===== src/rtl/explosao_seq_if.sv =====
// rtl/explosao_seq_if.sv - control and display bundle between countdown logic, explosao_seq and the board muxes
interface explosao_seq_if #(
   parameter int NUM_HEX  = 8,
   parameter int NUM_LEDR = 18
);
   logic                    TEMPO_ACABOU;
   logic                    TICK;
   logic                    CLR;
   logic [7*NUM_HEX-1:0]    EXPLOSAO_HEX;
   logic [NUM_LEDR-1:0]     EXPLOSAO_LEDR;
   logic                    ATIVO;
   logic [1:0]              ESTADO;

   modport master (
      output TEMPO_ACABOU, TICK, CLR,
      input  EXPLOSAO_HEX, EXPLOSAO_LEDR, ATIVO, ESTADO
   );

   modport slave (
      input  TEMPO_ACABOU, TICK, CLR,
      output EXPLOSAO_HEX, EXPLOSAO_LEDR, ATIVO, ESTADO
   );
endinterface


===== src/rtl/explosao_seq.sv =====
// rtl/explosao_seq.sv - end-of-game flash/blank/"udied" display sequencer; EXPLOSAO_LOOP_EN makes MSG loop back to FLASH
module explosao_seq #(
   parameter int NUM_HEX     = 8,
   parameter int NUM_LEDR    = 18,
   parameter int FLASH_TICKS = 32,
   parameter int BLANK_TICKS = 32,
   parameter int MSG_TICKS   = 64
) (
   input logic          CLOCK,
   input logic          RESET_N,
   explosao_seq_if.slave bus
);
   localparam int MAX_AB = (FLASH_TICKS > BLANK_TICKS) ? FLASH_TICKS : BLANK_TICKS;
   localparam int MAX_T  = (MAX_AB > MSG_TICKS) ? MAX_AB : MSG_TICKS;
   localparam int CW     = $clog2(MAX_T + 1);
   localparam int MSG_DIGITS = (NUM_HEX < 5) ? NUM_HEX : 5;

   localparam logic [CW-1:0] FLASH_LAST = CW'(FLASH_TICKS - 1);
   localparam logic [CW-1:0] BLANK_LAST = CW'(BLANK_TICKS - 1);
`ifdef EXPLOSAO_LOOP_EN
   localparam logic [CW-1:0] MSG_LAST   = CW'(MSG_TICKS - 1);
`endif

   // "udied" with HEX0 in the low bits: d, e, i, d, u
   localparam logic [34:0] MSG_WORD = {7'b1000001, 7'b0100001, 7'b1111001,
                                       7'b0000110, 7'b0100001};

   typedef enum logic [1:0] {
      IDLE  = 2'd0,
      FLASH = 2'd1,
      BLANK = 2'd2,
      MSG   = 2'd3
   } state_t;

   state_t               state;
   logic [CW-1:0]        cnt;
   logic [1:0]           phase;
   logic [6:0]           flash_pat;
   logic [7*NUM_HEX-1:0] hex;
   logic [NUM_LEDR-1:0]  ledr;

   // A 1-bit counter still yields a valid animation phase
   if (CW >= 2) begin : g_phase_wide
      assign phase = cnt[1:0];
   end else begin : g_phase_narrow
      assign phase = {1'b0, cnt};
   end

   // State and tick counter; CLR outranks everything, counter clears on every transition
   always_ff @(posedge CLOCK or negedge RESET_N) begin
      if (!RESET_N) begin
         state <= IDLE;
         cnt   <= '0;
      end else if (bus.CLR) begin
         state <= IDLE;
         cnt   <= '0;
      end else begin
         case (state)
            IDLE: begin
               if (bus.TEMPO_ACABOU) begin
                  state <= FLASH;
                  cnt   <= '0;
               end
            end
            FLASH: begin
               if (bus.TICK) begin
                  if (cnt == FLASH_LAST) begin
                     state <= BLANK;
                     cnt   <= '0;
                  end else begin
                     cnt <= cnt + CW'(1);
                  end
               end
            end
            BLANK: begin
               if (bus.TICK) begin
                  if (cnt == BLANK_LAST) begin
                     state <= MSG;
                     cnt   <= '0;
                  end else begin
                     cnt <= cnt + CW'(1);
                  end
               end
            end
            MSG: begin
`ifdef EXPLOSAO_LOOP_EN
               if (bus.TICK) begin
                  if (cnt == MSG_LAST) begin
                     state <= FLASH;
                     cnt   <= '0;
                  end else begin
                     cnt <= cnt + CW'(1);
                  end
               end
`endif
            end
            default: begin
               state <= IDLE;
               cnt   <= '0;
            end
         endcase
      end
   end

   // Rotating segment pattern for the current flash phase
   always_comb begin
      flash_pat = 7'b1111100;
      case (phase)
         2'd0:    flash_pat = 7'b1111100;
         2'd1:    flash_pat = 7'b1110011;
         2'd2:    flash_pat = 7'b1001111;
         default: flash_pat = 7'b0111111;
      endcase
   end

   // Moore decode of digits and LEDs from the registered state and counter
   always_comb begin
      hex  = '1;
      ledr = '0;
      case (state)
         FLASH: begin
            for (int k = 0; k < NUM_HEX; k++) begin
               hex[7*k +: 7] = flash_pat;
            end
            for (int i = 0; i < NUM_LEDR; i++) begin
               ledr[i] = (i[1:0] == phase);
            end
         end
         MSG: begin
            for (int k = 0; k < MSG_DIGITS; k++) begin
               hex[7*k +: 7] = MSG_WORD[7*k +: 7];
            end
         end
         default: begin
            hex  = '1;
            ledr = '0;
         end
      endcase
   end

   assign bus.EXPLOSAO_HEX  = hex;
   assign bus.EXPLOSAO_LEDR = ledr;
   assign bus.ATIVO         = (state != IDLE);
   assign bus.ESTADO        = state;
endmodule

===== src/flat_wrapper.sv =====
// flat-port wrapper written by rule: the top's interface ports become plain ports
module explosao_seq_flat 
#(
   parameter int NUM_HEX     = 8,
   parameter int NUM_LEDR    = 18,
   parameter int FLASH_TICKS = 32,
   parameter int BLANK_TICKS = 32,
   parameter int MSG_TICKS   = 64
)
  (CLOCK, RESET_N, bus_TEMPO_ACABOU, bus_TICK, bus_CLR, bus_EXPLOSAO_HEX, bus_EXPLOSAO_LEDR, bus_ATIVO, bus_ESTADO);
  explosao_seq_if #(.NUM_HEX(NUM_HEX), .NUM_LEDR(NUM_LEDR)) bus_i ();
  input logic CLOCK;
  input logic RESET_N;
  input wire logic [$bits(bus_i.TEMPO_ACABOU)-1:0] bus_TEMPO_ACABOU;
  input wire logic [$bits(bus_i.TICK)-1:0] bus_TICK;
  input wire logic [$bits(bus_i.CLR)-1:0] bus_CLR;
  output wire logic [$bits(bus_i.EXPLOSAO_HEX)-1:0] bus_EXPLOSAO_HEX;
  output wire logic [$bits(bus_i.EXPLOSAO_LEDR)-1:0] bus_EXPLOSAO_LEDR;
  output wire logic [$bits(bus_i.ATIVO)-1:0] bus_ATIVO;
  output wire logic [$bits(bus_i.ESTADO)-1:0] bus_ESTADO;
  assign bus_i.TEMPO_ACABOU = bus_TEMPO_ACABOU;
  assign bus_i.TICK = bus_TICK;
  assign bus_i.CLR = bus_CLR;
  assign bus_EXPLOSAO_HEX = bus_i.EXPLOSAO_HEX;
  assign bus_EXPLOSAO_LEDR = bus_i.EXPLOSAO_LEDR;
  assign bus_ATIVO = bus_i.ATIVO;
  assign bus_ESTADO = bus_i.ESTADO;
  explosao_seq #(.NUM_HEX(NUM_HEX), .NUM_LEDR(NUM_LEDR), .FLASH_TICKS(FLASH_TICKS), .BLANK_TICKS(BLANK_TICKS), .MSG_TICKS(MSG_TICKS)) u_core (.CLOCK(CLOCK), .RESET_N(RESET_N), .bus(bus_i));
endmodule

===== config.mk =====
export PLATFORM = sky130hd
export DESIGN_NAME = explosao_seq_flat
export DESIGN_NICKNAME = d
export VERILOG_FILES = /design/src/rtl/explosao_seq_if.sv /design/src/rtl/explosao_seq.sv /design/src/flat_wrapper.sv
export SDC_FILE = /design/constraint.sdc
export NUM_CORES = 1
export LEC_CHECK = 0
export CORE_AREA = 8 8 71 73
export CTS_CLUSTER_DIAMETER = 150
export DETAILED_ROUTE_END_ITERATION = 7
export DIE_AREA = 0 0 79 81
export GPL_TIMING_DRIVEN = 0
export PLACE_DENSITY = 0.75
export SYNTH_ARGS = -nofsm -noshare
export SYNTH_HDL_FRONTEND = slang
export SYNTH_SLANG_ARGS = --single-unit

===== constraint.sdc =====
create_clock -name CLOCK -period 1.8 [get_ports CLOCK]
set_clock_uncertainty 0.05 [all_clocks]
set_input_delay 0.18 -clock CLOCK [delete_from_list [all_inputs] [get_ports CLOCK]]
set_output_delay 0.18 -clock CLOCK [all_outputs]
set_load 0.05 [all_outputs]

==> results.txt, run 1 <==
Sequential share of power: 5.0%
Cell count after synthesis: 150
Antenna-violating nets left: 0
Final global-route overflow total: 0
Unrepaired setup endpoints after global routing: true
Run status: finished with violations
Largest net degree at the start of global routing: 11
Number of port buffers: 81
Die height: 81 microns
Count of cell types in the netlist: 32
Placed cells: 281
CTS buffer count: 3
DIE WIDTH: 79 microns
Main area contributors after synthesis: buf_4 36%, dfrtp_1 19%, ha_1 10%
Max-slew violation count: 0
Initial DRT Pass Iterations: 4
Vias per inst: 4.22
Synthesized Nets: 165
H-Tree Depth: 1
Placed inst area: 2300 sq um
Pwr Density: 2030 nW/um^2
Avg Inst Size Synth: 8.11 sq um
Switching share of power: 53.2%
Die Footprint: 6400 sq um
Required @ worst endpoint: 1.87 ns
Setup slack after layout: -0.108 ns
Max Buffers Root-to-Sink: 2
Crit-path max FO: 4
Residual DRC: 0
Worst-Margin Slew: 0.497 ns
Post-synthesis instance area: 1220 sq um
YS warnings: 0
Initial antenna violation count: 0
Worst skew pair latency: 0.23 ns
Violated checks: negative setup slack
Crit path capture type: flop
FMAX: 524 MHz
Io pins: 82
Top post-synthesis cells by count: 58 x buf_4, 12 x nand2_1, 10 x ha_1
Slew headroom: 66.7%
Core Region: 3910 sq um
Most common cell in the netlist: buf_4
Initial DRC count: 30
Worst vdd ir: 1.08 mV
Post-Route WL: 4020 microns
CTS tree: done
WL/cell: 13.1 microns
Fill count: 309
Syn-to-layout area delta: 122%
Final HPWL DP: 3030 microns
Root buffer cell: clkbuf_8
Setup TNS: -2.00 ns
Worst path arrival time: 1.97 ns
Startpoint Class: flop
Total of max-cap violations: 0
First-pass GRT wire length: 6040 microns
Antenna diodes: 0
Net Sw Power: 2.93 mW
Final #Nets: 272
Final Non-Filler Cells: 306
Vias in the first global route: 1,229
Int Pwr: 2.57 mW
Post-CTS Hold Fix Bufs: 0
Row Count: 23
Yosys reg bits: 9
Final setup violation count: 32
Final Cycle Share: 106%
Design Power: 5.50 mW
Share of cells above drive strength 1: 78.9%
Starting Density: 31.1%
HP Class: in2async
CP Class: reg2reg
Post-synthesis sequential area ratio: 18.5%
RR Endpoint: u_core.cnt[3]$_DFFE_PN0P_
Clock sink count: 9
Worst R2R Setup Slack: -0.11 ns
Ys async rst share: 100%
Setup Slack @ Placement: -0.670 ns
Post-synth top area cell: buf_4
Routability cong.: 0.815
FF-to-FF Start: u_core.bus.ESTADO[1]$_DFFE_PN0P_
Gate power share: 90.8%
Hold Fails Final Rpt: 0
R2r worst-path depth: 8
Yosys top cell area share: 35.8%
Top_reg_cell synth: dfrtp_1
Clk network pwr share: 4.3%
Total GRT Usage: 11.2%
Leak: 1.30 nW
Final Critical Period: 1.91 ns
Number of enable flip-flop cells after synthesis: 0
Clk pin slew, worst setup/hold paths: 0.05 ns
Post-route cell area: 2710 sq um
Vias: 1,290
==> layout make-up <==
| cell class | count | area (sq um) | share of cell area [%] |
|---|---|---|---|
| Timing Repair Buffer | 103 | 1050 | 38.7 |
| Inverter | 7 | 28.8 | 1.06 |
| Tap cell | 50 | 62.6 | 2.31 |
| Clock buffer | 4 | 45.0 | 1.67 |
| Sequential cell | 9 | 228 | 8.42 |
| Buffer | 60 | 549 | 20.3 |
| Multi-Input combinational cell | 73 | 746 | 27.6 |
==> worst max-delay path: stages (launching register included) <==
cell	delay [ns]
dfrtp_2	0.39
inv_4	0.06
buf_6	0.11
ha_4	0.27
mux2_4	0.31
a21oi_4	0.13
buf_6	0.14
nor3_4	0.05
a221o_1	0.28
==> flip-flops by register name, summed over array words and instances, names as in the netlist <==
name / count
u_core.cnt: 7
u_core.bus.ESTADO: 2
==> metrics by stage <==
stage / hold slack, ns / utilization, %
after CTS: 0.205 / 63.9
after global routing: 0.232 / 69.1
after global placement: 0.450 / 58.7
after floorplan: -0.166 / -
after detailed placement: 0.449 / 58.7
final: 0.193 / 69.1
==> power groups by stage <==
| stage | Sequential [mW] | Clock, mW | Combinational (mW) |
|---|---|---|---|
| final | 0.273 | 0.235 | 4.99 |
| after global routing | 0.277 | 0.246 | 5.18 |
| after CTS | 0.265 | 0.235 | 4.73 |
| after detailed placement | 0.281 | 0 | 4.23 |
| after global placement | 0.279 | 0 | 4.20 |
| after floorplan | 0.320 | 0 | 3.09 |
==> cell usage in the layout, fill, tap and decap left out, types with 3 or more instances in the layout <==
master,instances
buf_4,69
ha_4,4
nor2_1,7
clkbuf_8,3
buf_8,18
ha_2,3
buf_2,11
and2_4,4
clkbuf_4,3
nand2_1,4
nand2_2,5
nand2b_4,3
dfrtp_1,7
ha_1,3
clkdlybuf4s50_1,5
buf_6,49
buf_12,5
inv_1,5
o21ai_4,4
==> kinds of logic after synthesis <==
kind of cell               count (synthesis)  synth area share (%)
DFF                                        9                  18.5
adders and majority gates                 10                  10.3
buffers and inverters                     68                  39.5
AOI/OAI and AO/OA                         17                  9.47
and+or+nand+nor                           42                  18.3
muxes                                      4                  3.91
==> per-layer routing <==
metal	share of wire, %	vias up	wire length, microns	GRT usage (%)
met5	0	-	0	0
met4	0.37	0	15	2.22
met3	7.8	2	315	2.32
met2	51	63	2070	21.3
met1	40	580	1620	12.6
li1	-	645	-	-
==> worst max path at each step <==
stage,startpoint,endpoint
after detailed placement,u_core.bus.ESTADO[1]$_DFFE_PN0P_,bus_EXPLOSAO_HEX[3]
after global placement,u_core.bus.ESTADO[1]$_DFFE_PN0P_,bus_EXPLOSAO_HEX[3]
final,u_core.bus.ESTADO[1]$_DFFE_PN0P_,u_core.cnt[3]$_DFFE_PN0P_
after CTS,u_core.bus.ESTADO[0]$_DFFE_PN0P_,bus_EXPLOSAO_HEX[12]
after global routing,u_core.bus.ESTADO[1]$_DFFE_PN0P_,bus_EXPLOSAO_HEX[29]
after floorplan,u_core.bus.ESTADO[0]$_DFFE_PN0P_,u_core.cnt[3]$_DFFE_PN0P_
==> what timing repair did <==
action                     in CTS  in global routing
resized for setup             464                 63
pin swaps                       6                  3
buffers inserted               16                  6
setup endpoints to repair      79                 69
(Power assumes the default switching activity.)
==> inputs of run 2 (changes only) <==
--- a/config.mk
+++ b/config.mk
@@ -5,12 +5,13 @@
 export SDC_FILE = /design/constraint.sdc
 export NUM_CORES = 1
 export LEC_CHECK = 0
-export CORE_AREA = 8 8 71 73
+export CAP_MARGIN = 30
+export CORE_AREA = 4 4 61 63
 export CTS_CLUSTER_DIAMETER = 150
 export DETAILED_ROUTE_END_ITERATION = 7
-export DIE_AREA = 0 0 79 81
+export DIE_AREA = 0 0 65 67
+export DONT_BUFFER_PORTS = 1
 export GPL_TIMING_DRIVEN = 0
-export PLACE_DENSITY = 0.75
 export SYNTH_ARGS = -nofsm -noshare
 export SYNTH_HDL_FRONTEND = slang
 export SYNTH_SLANG_ARGS = --single-unit
==> run 2 against run 1 <==
Compared with the run above: the flow still finishes with violations (negative setup slack); via count is 18% lower; critical path type is now reg2out; utilization up 3.4 points; worst setup slack got worse by 0.30 ns; largest cell class unchanged; register-to-register slack lost 0.27 ns; first-iteration DRC count is 27% lower; cell count is 25% lower.
==> results.txt, run 2 (synthesized netlist as in run 1, its figures left out) <==
Run status: finished with violations
Buf/Inv on CP: 4 (+1)
Worst skew pair latency: 0.27 ns (+0.04 ns)
FF-to-FF Start: u_core.bus.ESTADO[1]$_DFFE_PN0P_
Min-delay src: bus_CLR
Fill count: 215 (-30%)
Final setup violation count: 81 (+150%)
FMAX: 454 MHz (-13%)
Required @ worst endpoint: 1.57 ns (-0.30 ns)
H-Tree Depth: 1 (unchanged)
Worst path arrival time: 1.97 ns (about the same)
WL/cell: 16.9 microns (+28%)
Most frequent cells in the layout: 43 x buf_6, 32 x buf_8, 8 x nand2_8, 8 x buf_4
Biggest register: u_core.cnt
DIE WIDTH: 65 microns (-18%)
Largest net degree at the start of global routing: 10 (-1)
Antenna diodes: 0 (unchanged)
Number of port buffers: 0 (-100%)
Post-Route WL: 3840 microns (-4.5%)
Clock sink count: 9 (unchanged)
Initial DRT Pass Iterations: 4 (unchanged)
Total GRT Usage: 15.0% (+3.8 points)
Violated checks: negative setup slack
Slew headroom: 54.4% (-12 points)
HP Class: in2reg
Vias per inst: 4.65 (+10%)
Startpoint Class: flop
Root buffer cell: clkbuf_4
CTS buffer count: 3 (unchanged)
Syn-to-layout area delta: 92.7%
Worst-Margin Slew: 0.682 ns (+0.185 ns)
Vias in the first global route: 1,048 (-15%)
Crit path cell chain: inv_4 > buf_6 > ha_4 > clkbuf_16 > nand2b_4 > o21ai_4 > buf_6
Max Buffers Root-to-Sink: 2 (unchanged)
CP Class: reg2out
Row Count: 21 (-8.7%)
Final Critical Period: 2.20 ns (+0.296 ns)
Setup slack after layout: -0.404 ns (-0.296 ns)
Total of max-cap violations: 0 (unchanged)
Routability cong.: 0.740 (-9.3%)
Max-slew violation count: 0 (unchanged)
Vias: 1,060 (-18%)
Final Cycle Share: 122% (+16 points)
Die Footprint: 4360 sq um (-32%)
Core Region: 3230 sq um (-17%)
Starting Density: 37.6% (+6.6 points)
CP most frequent cell: buf_6
Initial DRC count: 22 (-27%)
Hold Fails Final Rpt: 0 (unchanged)
Largest register FFs: 7 (unchanged)
Antenna-violating nets left: 0 (unchanged)
Initial antenna violation count: 0 (unchanged)
CTS tree: done
Crit path max-delay cell type: dfrtp_4
First-pass GRT wire length: 5200 microns (-14%)
Final global-route overflow total: 0 (unchanged)
Crit-path max FO: 8 (+4)
Slowest stage delay, CP: 0.59 ns (+0.20 ns)
Clk pin slew, worst setup/hold paths: 0.06 ns (about the same)
Share of cells above drive strength 1: 76.4% (-2.5 points)
Crit path capture type: output port
Setup Slack @ Placement: -0.300 ns (+0.370 ns)
Final #Nets: 198 (-27%)
Final HPWL DP: 2180 microns (-28%)
CP startpoint: u_core.bus.ESTADO[1]$_DFFE_PN0P_
Die height: 67 microns (-17%)
Commonest non-fill, non-tap cell in the layout: buf_6
Io pins: 82 (unchanged)
Crit path max-delay family: buffers and inverters
Residual DRC: 0 (unchanged)
Unrepaired setup endpoints after global routing: true
[run 2: cell types whose count changed in the layout (fill, tap and decap cells not counted), moves of 3 or more]
cell,delta
nand2_8,+7
buf_4,-61
ha_1,+3
buf_8,+14
nand2_2,-5
clkdlybuf4s50_1,-5
clkbuf_8,-3
buf_6,-6
ha_2,-3
buf_2,-11
[run 2: layout make-up]
| class | instances | area, sq um | area share, % |
|---|---|---|---|
| plain buffers | 60 | 810 | 34.5 |
| clock buffers | 4 | 26.3 | 1.12 |
| inverters | 7 | 32.5 | 1.39 |
| multi-input cells | 73 | 855 | 36.5 |
| flip-flops and latches | 9 | 233 | 9.93 |
| well taps | 46 | 57.6 | 2.46 |
| repair buffers | 29 | 330 | 14.1 |
[run 2: worst paths after layout]
path,to,slack [ns],cells after the start
setup / recovery,bus_EXPLOSAO_HEX[23],-0.40,7
min in group asynchronous,u_core.cnt[5]$_DFFE_PN0P_,0.24,1
setup reg to reg,u_core.cnt[3]$_DFFE_PN0P_,-0.38,8
hold / removal,u_core.bus.ESTADO[1]$_DFFE_PN0P_,0.07,2
max in group asynchronous,u_core.bus.ESTADO[0]$_DFFE_PN0P_,1.10,1
hold reg to reg,u_core.cnt[2]$_DFFE_PN0P_,0.54,2
[run 2: metal layers]
| metal | GRT usage, % | part of all wire (%) | vias up |
|---|---|---|---|
| met5 | 0 | 0 | - |
| met4 | 5.28 | 1.4 | 0 |
| met3 | 3.04 | 7.0 | 7 |
| met2 | 30.4 | 57 | 47 |
| met1 | 14.9 | 35 | 513 |
| li1 | - | - | 493 |
[run 2: timing repair]
action,in CTS,in global routing
hold endpoints to repair,9,0
pin swaps,6,14
setup endpoints to repair,82,84
buffers inserted,15,14
hold buffers,1,0
cloned,1,0
gates resized for setup,100,41
[run 2: per-stage QoR]
| step | cell area [sq um] | hold WS [ns] | setup TNS [ns] | utilization [%] | instances |
|---|---|---|---|---|---|
| global route | 2340 | 0.0807 | -27.30 | 72.5 | 228 |
| detailed placement | 1480 | -0.165 | -8.20 | 45.9 | 196 |
| floorplan | 1430 | -0.166 | -3.10 | - | 150 |
| global placement | 1480 | -0.165 | -7.20 | 45.9 | 196 |
| finish | 2340 | 0.0656 | -23.04 | 72.5 | 228 |
| CTS | 2090 | 0.0373 | -24.24 | 64.8 | 217 |
Power of run 2 is left out: the tool's default activity adds up to more than one toggle a clock period on the data nets, which glitch-free logic cannot reach.
==> inputs of run 3 (changes only) <==
--- a/config.mk
+++ b/config.mk
@@ -5,11 +5,11 @@
 export SDC_FILE = /design/constraint.sdc
 export NUM_CORES = 1
 export LEC_CHECK = 0
-export CAP_MARGIN = 30
-export CORE_AREA = 4 4 61 63
+export CAP_MARGIN = 40
+export CORE_AREA = 4 4 69 71
 export CTS_CLUSTER_DIAMETER = 150
 export DETAILED_ROUTE_END_ITERATION = 7
-export DIE_AREA = 0 0 65 67
+export DIE_AREA = 0 0 73 75
 export DONT_BUFFER_PORTS = 1
 export GPL_TIMING_DRIVEN = 0
 export SYNTH_ARGS = -nofsm -noshare
==> run 3 against run 2 <==
Compared with the run above: utilization is 19 points lower; maximum frequency is 3.5% higher; clock-buffer cell count stayed put; the flow still finishes with violations (negative setup slack); non-clock buffer count is 9 lower; worst setup slack better by 0.075 ns; largest cell class unchanged; global-route usage is 4.4 points lower; cell count is 1.3% lower; die area is 26% higher; highest routed layer unchanged; sequential share of layout area is 0.41 points higher; register-to-register slack better by 0.07 ns.
==> results.txt, run 3 (synthesized netlist as in run 1, its figures left out) <==
Worst skew pair latency: 0.24 ns (-0.03 ns)
Buf/Inv on CP: 4 (unchanged)
Initial antenna violation count: 0 (unchanged)
CTS buffer count: 3 (unchanged)
CP startpoint: u_core.bus.ESTADO[1]$_DFFE_PN0P_
Initial DRC count: 28 (+27%)
Share of cells above drive strength 1: 71.7% (-4.7 points)
Final #Nets: 189 (-4.5%)
HP Class: in2reg
Unrepaired setup endpoints after global routing: true
First-pass GRT wire length: 4640 microns (-11%)
Number of port buffers: 0 (unchanged)
Total GRT Usage: 10.6% (-4.4 points)
Placed inst area: 1490 sq um (+0.51%)
Crit path max-delay cell type: dfrtp_4
Largest net degree at the start of global routing: 10 (unchanged)
WL/cell: 14.2 microns (-15%)
Most frequent cells in the layout: 39 x buf_6, 31 x buf_8, 8 x nand2_8
FMAX: 470 MHz (+3.5%)
Post-Route WL: 3200 microns (-17%)
Slew headroom: 57.9% (+3.6 points)
Core Region: 4230 sq um (+31%)
Biggest register: u_core.cnt
Vias per inst: 4.48 (-3.5%)
Syn-to-layout area delta: 85.0%
CP most frequent cell: buf_6
Initial DRT Pass Iterations: 4 (unchanged)
Setup Slack @ Placement: -0.355 ns (-0.0545 ns)
Residual DRC: 0 (unchanged)
DIE WIDTH: 73 microns (+12%)
Largest register FFs: 7 (unchanged)
Final Critical Period: 2.13 ns (-0.0749 ns)
Crit path capture type: output port
Final HPWL DP: 2260 microns (+3.6%)
Startpoint Class: flop
Violated checks: negative setup slack
Die height: 75 microns (+12%)
Clk pin slew, worst setup/hold paths: 0.04 ns (-0.02 ns)
Clock sink count: 9 (unchanged)
Worst-Margin Slew: 0.628 ns (-0.0536 ns)
CTS tree: done
Final global-route overflow total: 0 (unchanged)
Final setup violation count: 79 (-2.5%)
Slowest stage delay, CP: 0.58 ns (about the same)
CP Class: reg2out
Vias: 1,009 (-4.8%)
Setup slack after layout: -0.329 ns (+0.0749 ns)
Row Count: 24 (+14%)
Antenna-violating nets left: 0 (unchanged)
Die Footprint: 5480 sq um (+26%)
H-Tree Depth: 1 (unchanged)
Commonest non-fill, non-tap cell in the layout: buf_6
Crit path cell chain: inv_4 > buf_6 > ha_4 > clkbuf_16 > nand2b_4 > o21ai_4 > buf_6
Required @ worst endpoint: 1.57 ns (about the same)
Starting Density: 28.7% (-8.9 points)
Crit-path max FO: 8 (unchanged)
Total of max-cap violations: 0 (unchanged)
Post-route cell area: 2250 sq um (-4.0%)
Root buffer cell: clkbuf_8
Routability cong.: 0.732 (-1.1%)
Max-slew violation count: 0 (unchanged)
Crit path max-delay family: buffers and inverters
Run status: finished with violations
FF-to-FF Start: u_core.bus.ESTADO[1]$_DFFE_PN0P_
Min-delay src: bus_CLR
Hold Fails Final Rpt: 0 (unchanged)
Io pins: 82 (unchanged)
Final Cycle Share: 118% (-4.2 points)
Vias in the first global route: 952 (-9.2%)
Antenna diodes: 0 (unchanged)
Max Buffers Root-to-Sink: 2 (unchanged)
Worst path arrival time: 1.90 ns (-0.07 ns)
run 3: changes by cell type in the layout (fill, tap and decap cells not counted), moves of 2 or more:
cell	previous run	this run
buf_4	8	5
o21ai_2	2	0
buf_6	43	39
o21ai_0	0	2
clkbuf_4	3	0
inv_1	3	5
clkbuf_8	0	3
run 3: worst register-to-register path, cell delays in order, from the launching register on:
cell and delay, ns:
dfrtp_4 0.56, inv_4 0.08, buf_6 0.13, ha_4 0.27
mux2_4 0.31, a21oi_4 0.13, buf_6 0.13, nor3_4 0.05
a221o_1 0.30
run 3: layer usage:
layer	routed length, microns	track usage [%]	vias up	part of all wire [%]
li1	-	-	472	-
met1	1160	12.2	475	36
met2	1700	19.3	60	53
met3	328	3.34	2	10
met4	14	2.46	0	0.44
met5	0	0	-	0
run 3: area by class of cell:
class | count | area, sq um
Sequential cell | 9 | 233
Timing Repair Buffer | 20 | 235
Inverter | 7 | 28.8
Clock buffer | 4 | 45.0
Multi-Input combinational cell | 73 | 841
Buffer | 60 | 802
Tap cell | 52 | 65.1
Fill cell | 343 | 1980
run 3: per-stage QoR:
step / cells / hold WS (ns) / utilization (%) / TNS (ns)
detailed placement: 202 / -0.165 / 35.2 / -9.52
global placement: 202 / -0.165 / 35.2 / -8.82
CTS: 220 / 0.0794 / 48.5 / -18.86
floorplan: 150 / -0.166 / - / -3.10
finish: 225 / 0.0758 / 53.1 / -16.95
global route: 225 / 0.0864 / 53.1 / -21.92
run 3: what timing repair did:
action                                 4_1_cts  5_1_grt
setup endpoints to repair                   82       83
hold buffers                                 1        0
gates resized for setup                     91       34
setup buffers                               11        7
pin swaps                                    8        6
gates cloned                                 2        0
endpoints found under the hold margin        9        0
run 3: path summary, 6_finish.rpt:
check                                                   end  slack [ns]  depth (start not counted)
setup / recovery                       bus_EXPLOSAO_HEX[10]       -0.33                          7
hold / removal             u_core.bus.ESTADO[1]$_DFFE_PN0P_        0.08                          2
setup reg to reg                  u_core.cnt[3]$_DFFE_PN0P_       -0.31                          8
hold reg to reg                   u_core.cnt[4]$_DFFE_PN0P_        0.53                          2
max in group asynchronous  u_core.bus.ESTADO[0]$_DFFE_PN0P_        1.09                          1
min in group asynchronous         u_core.cnt[6]$_DFFE_PN0P_        0.27                          1
Power of run 3 is left out for the same reason.
